--- src/rtl/rec_play_ctrl.sv ---
// Record/playback sequencer: paces sample-memory writes (RECORD) and DAC
// update strobes (PLAY) from a clock divider and remembers the last recording length.
module rec_play_ctrl #(
  parameter int ADDR_W     = 16,
  parameter int SAMPLE_DIV = 2500
) (
  input  logic              clk,
  input  logic              rst,
  input  logic              rec_pulse,
  input  logic              play_pulse,
  input  logic              stop_pulse,
  output logic [ADDR_W-1:0] mem_addr,
  output logic              mem_we,
  output logic              play_en,
  output logic [1:0]        state,
  output logic [ADDR_W:0]   rec_len,
  output logic              done
);

  localparam int DIV_W = (SAMPLE_DIV > 2) ? $clog2(SAMPLE_DIV) : 1;
  localparam logic [DIV_W-1:0]  DIV_MAX  = DIV_W'(SAMPLE_DIV - 1);
  localparam logic [ADDR_W:0]   LEN_FULL = {1'b1, {ADDR_W{1'b0}}};

  typedef enum logic [1:0] {
    S_IDLE   = 2'd0,
    S_RECORD = 2'd1,
    S_PLAY   = 2'd2
  } state_e;

  state_e             state_q, state_d;
  logic [DIV_W-1:0]   div_q, div_d;
  logic [ADDR_W-1:0]  addr_q, addr_d;
  logic               we_q, we_d;
  logic               pe_q, pe_d;
  logic [ADDR_W:0]    len_q, len_d;
  logic               done_q, done_d;
  logic               tick;

  assign tick = (div_q == DIV_MAX);

  always_comb begin
    state_d = state_q;
    div_d   = div_q;
    addr_d  = addr_q;
    we_d    = 1'b0;
    pe_d    = 1'b0;
    len_d   = len_q;
    done_d  = 1'b0;

    case (state_q)
      S_IDLE: begin
        div_d  = '0;
        addr_d = '0;
        if (stop_pulse) begin
          state_d = S_IDLE;
        end else if (rec_pulse) begin
          state_d = S_RECORD;
        end else if (play_pulse && (len_q != '0)) begin
          state_d = S_PLAY;
        end
      end

      S_RECORD: begin
        div_d = tick ? '0 : div_q + DIV_W'(1);
        if (stop_pulse) begin
          // A strobe high in this cycle has already been written, so it counts.
          state_d = S_IDLE;
          len_d   = {1'b0, addr_q} + (ADDR_W+1)'(we_q);
          addr_d  = '0;
          div_d   = '0;
          done_d  = 1'b1;
        end else if (we_q && (addr_q == '1)) begin
          state_d = S_IDLE;
          len_d   = LEN_FULL;
          addr_d  = '0;
          div_d   = '0;
          done_d  = 1'b1;
        end else begin
          if (we_q) begin
            addr_d = addr_q + ADDR_W'(1);
          end
          we_d = tick;
        end
      end

      S_PLAY: begin
        div_d = tick ? '0 : div_q + DIV_W'(1);
        if (stop_pulse || (pe_q && ({1'b0, addr_q} == len_q - (ADDR_W+1)'(1)))) begin
          state_d = S_IDLE;
          addr_d  = '0;
          div_d   = '0;
          done_d  = 1'b1;
        end else begin
          if (pe_q) begin
            addr_d = addr_q + ADDR_W'(1);
          end
          pe_d = tick;
        end
      end

      default: begin
        state_d = S_IDLE;
        div_d   = '0;
        addr_d  = '0;
      end
    endcase
  end

  always_ff @(posedge clk or posedge rst) begin
    if (rst) begin
      state_q <= S_IDLE;
      div_q   <= '0;
      addr_q  <= '0;
      we_q    <= 1'b0;
      pe_q    <= 1'b0;
      len_q   <= '0;
      done_q  <= 1'b0;
    end else begin
      state_q <= state_d;
      div_q   <= div_d;
      addr_q  <= addr_d;
      we_q    <= we_d;
      pe_q    <= pe_d;
      len_q   <= len_d;
      done_q  <= done_d;
    end
  end

  assign mem_addr = addr_q;
  assign mem_we   = we_q;
  assign play_en  = pe_q;
  assign state    = state_q;
  assign rec_len  = len_q;
  assign done     = done_q;

endmodule

--- config.mk ---
export PLATFORM = sky130hd
export DESIGN_NAME = rec_play_ctrl
export DESIGN_NICKNAME = d
export VERILOG_FILES = /design/src/rtl/rec_play_ctrl.sv
export SDC_FILE = /design/constraint.sdc
export NUM_CORES = 1
export LEC_CHECK = 0
export CAP_MARGIN = 20
export CORE_AREA = 8 8 105 107
export CTS_CLUSTER_SIZE = 16
export DETAILED_ROUTE_END_ITERATION = 16
export DIE_AREA = 0 0 113 115
export SYNTH_ARGS = -nofsm -noshare
export SYNTH_HDL_FRONTEND = slang
export SYNTH_SLANG_ARGS = --single-unit
--- constraint.sdc ---
create_clock -name clk -period 8.3 [get_ports clk]
set_clock_uncertainty 0.05 [all_clocks]
set_input_delay 2.49 -clock clk [delete_from_list [all_inputs] [get_ports clk]]
set_output_delay 2.49 -clock clk [all_outputs]
set_load 0.1 [all_outputs]
# Yosys cells after proc, flatten, opt, wreduce, memory -nomap -nowiden
# Cells that the tools add are included.
# totals
out_inout_bits	38
register_bits	50
elab_cells	60
latchBits	0
inputBits	5
rom_bits	0
mem_bits_rw	0
n_memories	0
# classes
magnitude_cmp	0
n_addsub	4
n_mul	0
div_mod_pow	0
bitwise_logic	0
reduce_logical	10
n_eq_ne	10
shift	0
muxes	29
# op_table
op	n
16-bit 2-to-1 mux	5
12-bit 2-to-1 mux	4
17-bit 2-to-1 mux	2
16-bit one-hot mux with 2 select lines	1
12-bit one-hot mux with 2 select lines	1
16-bit by 1-bit adder with 17-bit output	1
16-bit by 17-bit == test with 1-bit output	1
17-bit nonzero test	1
17-bit by 1-bit subtractor with 17-bit output, second input constant	1
16-bit by 1-bit adder with 16-bit output, second input constant	1
16-bit == test, second input constant	1
12-bit by 1-bit adder with 12-bit output, second input constant	1
12-bit == test, second input constant	1
2-bit 2-to-1 mux	6
1-bit 2-to-1 mux	8
4-bit inequality test, second input constant	2
3-bit inequality test, second input constant	2
2-bit one-hot mux with 3 select lines	1
2-bit AND reduction	2
1-bit logical AND	3
3-bit AND reduction	1
2-bit by 1-bit == test with 1-bit output, second input constant	1
2-bit == test, second input constant	1
2-bit logical NOT	1
other kinds (4)	4

# Logic depth before layout (Yosys ltp)
# depth
ltp_word	6
ltp_mapped	11
depth_no_buf	10

# Worst setup path before layout
# Ideal clock, no wire load.
# synth_timing
path_type	input to register
startpoint	in stop_pulse
endpoint	reg addr_q[10], in the netlist mem_addr[10]
required_time_ps	8160
arrival_ps	3543
n_path_buf	2
path_slack_ps	4617
setup_ps	90
path_stages	6
path_cell_list	clkbuf_1 > nor2_1 > a21boi_4 > o21ai_2 > buf_6 > o31ai_4
# synth_via
elab_chain_len	3
word_cells_on_any_way	7
classes_between	2 x eq/ne; 3 x mux; 2 x reduce/logical
# synth_rtl
element	line	text
start: declaration	11	input logic stop_pulse,
1-bit logical OR	88	if (stop_pulse || (pe_q && ({1'b0, addr_q} == len_q - (ADDR_W+1)'(1)))) begin
16-bit 2-to-1 mux or 3-bit inequality test (tied branches)	-	
16-bit one-hot mux with 2 select lines or 2-bit AND reduction (tied branches)	-	
end signal: assignment	121	addr_q <= addr_d;
end: declaration	32	logic [ADDR_W-1:0] addr_q, addr_d;
# Several ways; a longest one is shown, not always the timed one.
# A chain may end at the register's enable or synchronous reset.

# Worst setup path after layout
# layout_timing
startpoint	in stop_pulse
endpoint	reg addr_q[7], in the netlist mem_addr[7]
# The elaborated chain is that of the path after synthesis.

==> impl_results.md <==
* Status: finished, final reports clean
* Post-synthesis instance area at 3620 um2
* I/O Pins at 43
* Mapped Avg Cell Area at 8.37 um2
* Syn Inst Count at 433
* Die X at 113 um
* Post-CTS Setup Bufs at 0
* Fmax at 204 MHz
* Ys Warns at 0
* Worst setup path start: stop_pulse
* Final hold vios at 0
* Critical Path AT at 5.05 ns
* Layout cells sized above 1 at 6.17%
* WS Path Type: primary input to flip-flop
* Overall die height at 115 um
* Unique cell type count in the Yosys netlist at 64
* Diodes inserted at 0
* FF-to-FF Start: rec_len[4]$_DFFE_PP0P_
* Switching power share of the total at 43.6%
* Cts repair resizes at 0
* Clock tree buffer depth at 2
* CTS Buf Count at 5
* Hold path cells at 1
* Overall Power at 767 uW
* Vias in the first global route at 3104
* Sequential fraction of the synthesis area at 34.5%
* Core area at 9460 um2
* Dpl hpwl at 7090 um
* Port bufs at 42
* Data required time of the worst path at 8.46 ns
* Gr ovfl total at 0
* Post-synth ARST share at 100%
* First-pass GRT wire length at 16000 um
* FF-to-FF path depth at 8
* Post-Syn Nets at 446
* Pin count of the biggest net entering global routing at 51
* Final RePlAce weighted congestion at 0.799
* Final critical-path required period at 4.90 ns
* Static leakage power at 0.00169 uW
* Clock insertion delay at the later pin of the skew report at 0.30 ns
* Most used DFF post-synth: dfrtp_1
* Total Routing Usage GR at 15.0%
* CTS tree: yes
* Final worst path period share at 59.0%
* Least-Margin Pin Slew at 0.987 ns
* Detail Route Antenna Nets at 0
* Via Count at 3211
* Initial DRT Pass Iterations at 4
* Cell-internal power at 433 uW
* Final wirelength at 9700 um
* Final setup viols at 0
* Clk root buf: clkbuf_8
* Max Transition Viols Final at 0
* Clk sinks at 50
* CP max FO at 21
* Max-slew headroom at 34.0%
* Unrepaired setup endpoints after global routing: false
* Capture point of the critical path: mem_addr[7]$_DFFE_PP0P_
* Setup TNS at 0 ns
* Worst setup SP type: primary input
* Initial antenna violation count at 0
* Initial core utilization at 38.3%
* Seq pwr share at 35.6%
* Layout area overhead at 15.3%
* Clock edge transition at the registers on the reported setup and hold paths at 0.09 ns
* R2R setup slack at 4.85 ns
* Yosys reg bits at 50
* Pwr/cell area at 184 nW/um2
* DRC Markers at 0
* Wire length per cell at 17.1 um
* Nets at 466
* Hold Crit Class: flip-flop to flip-flop
* Number of flops mapped to enable cells by yosys at 0
* H-tree depth at 2
* R2R Path End: mem_addr[3]$_DFFE_PP0P_
* Hold_buf cts at 0
* DR vias/cell at 5.65
* Comb pwr share at 41.7%
* Die area at 13000 um2
* Worst Setup End Kind: flip-flop
* Cell Rows at 36
* Clock share of power at 22.8%
* Switching pwr at 334 uW
* # Max-Cap Violations at 0
* VDD IR-drop max at 248 uV
* 1st-iter DRT viols at 240
## through the flow
| stage | setup WS (ns) | util [%] | hold slack, ns | cells | cell area (um2) |
|---|---|---|---|---|---|
| 6_report | 3.40 | 44.2 | 0.440 | 568 | 4180 |
| 5_1_grt | 3.21 | 44.2 | 0.473 | 568 | 4180 |
| 4_1_cts | 3.47 | 44.0 | 0.445 | 567 | 4160 |
| 3_5_place_dp | 3.16 | 42.8 | 0.432 | 559 | 4050 |
| 3_3_place_gp | 3.27 | 42.8 | 0.415 | 559 | 4050 |
| 2_1_floorplan | 4.56 | - | 0.395 | 433 | 3620 |
## final cells by class
type / count / area, um2
tap: 114 / 143
inverter: 19 / 71.3
fill: 934 / 5280
sequential: 50 / 1250
clock inverter: 2 / 37.5
timing repair buffer: 44 / 448
multi-input combinational: 333 / 2150
clock buffer: 6 / 72.6
## cell usage in the layout (no fill, tap or decap), drive strengths merged, types with 10 or more instances in the layout
cell type	count
nand4	10
o21ai	10
nor3	13
inv	19
nand2	69
clkdlybuf4s50	42
o211ai	17
nor2	35
nand3	33
xnor2	24
xor2	18
dfrtp	50
## Yosys cell counts (all sizes together) (10+ instances only)
cell type / n / area (um2)
nand3: 33 / 165
nor3: 13 / 65.1
xor2: 18 / 158
nor2: 35 / 131
dfrtp: 50 / 1250
nand4: 10 / 62.6
clkbuf: 23 / 86.3
nand2: 69 / 259
xnor2: 24 / 210
inv: 19 / 71.3
o21ai: 10 / 53.8
o211ai: 17 / 138
## kinds of logic after synthesis
logic type	synth area share, %
adders and majority gates	2.76
buffers and inverters	5.98
AOI/OAI and AO/OA	16.0
DFF	34.5
xor gates and xnor gates	10.2
and+or+nand+nor	30.3
muxes	0.276
## critical path: stages
cell             delay (ns)
clkdlybuf4s50_1        0.81
a31oi_1                0.42
and2_1                 0.66
o21ai_2                0.34
o311ai_1               0.34
## power by group through the flow
stage          clock network [uW]  logic (uW)  registers, uW
4_1_cts                       180         318            273
5_1_grt                       187         347            276
3_5_place_dp                    0         317            278
3_3_place_gp                    0         311            278
2_1_floorplan                   0         182            346
6_report                      175         320            273
## state kept, by name, indices dropped and copies added, names as in the netlist
name      count
div_q        12
done          1
mem_addr     16
mem_we        1
play_en       1
rec_len      17
state         2
## layer usage
metal  vias to the layer above  GRT usage [%]  wire, um
met3                        10           2.78       528
met5                         -              0         0
met1                      1552           20.0      4460
li1                       1559              -         -
met2                        90           24.6      4580
met4                         0           3.82       130
## how the worst min path moves through the flow
stage / start / end / slack [ns]
finish: div_q[0]$_DFF_PP0_ / div_q[0]$_DFF_PP0_ / 0.44
global route: div_q[0]$_DFF_PP0_ / div_q[0]$_DFF_PP0_ / 0.47
CTS: div_q[0]$_DFF_PP0_ / div_q[0]$_DFF_PP0_ / 0.45
detailed placement: div_q[0]$_DFF_PP0_ / div_q[0]$_DFF_PP0_ / 0.43
global placement: div_q[0]$_DFF_PP0_ / div_q[0]$_DFF_PP0_ / 0.42
floorplan: div_q[0]$_DFF_PP0_ / div_q[0]$_DFF_PP0_ / 0.40
Power figures use the tool's default switching activity.
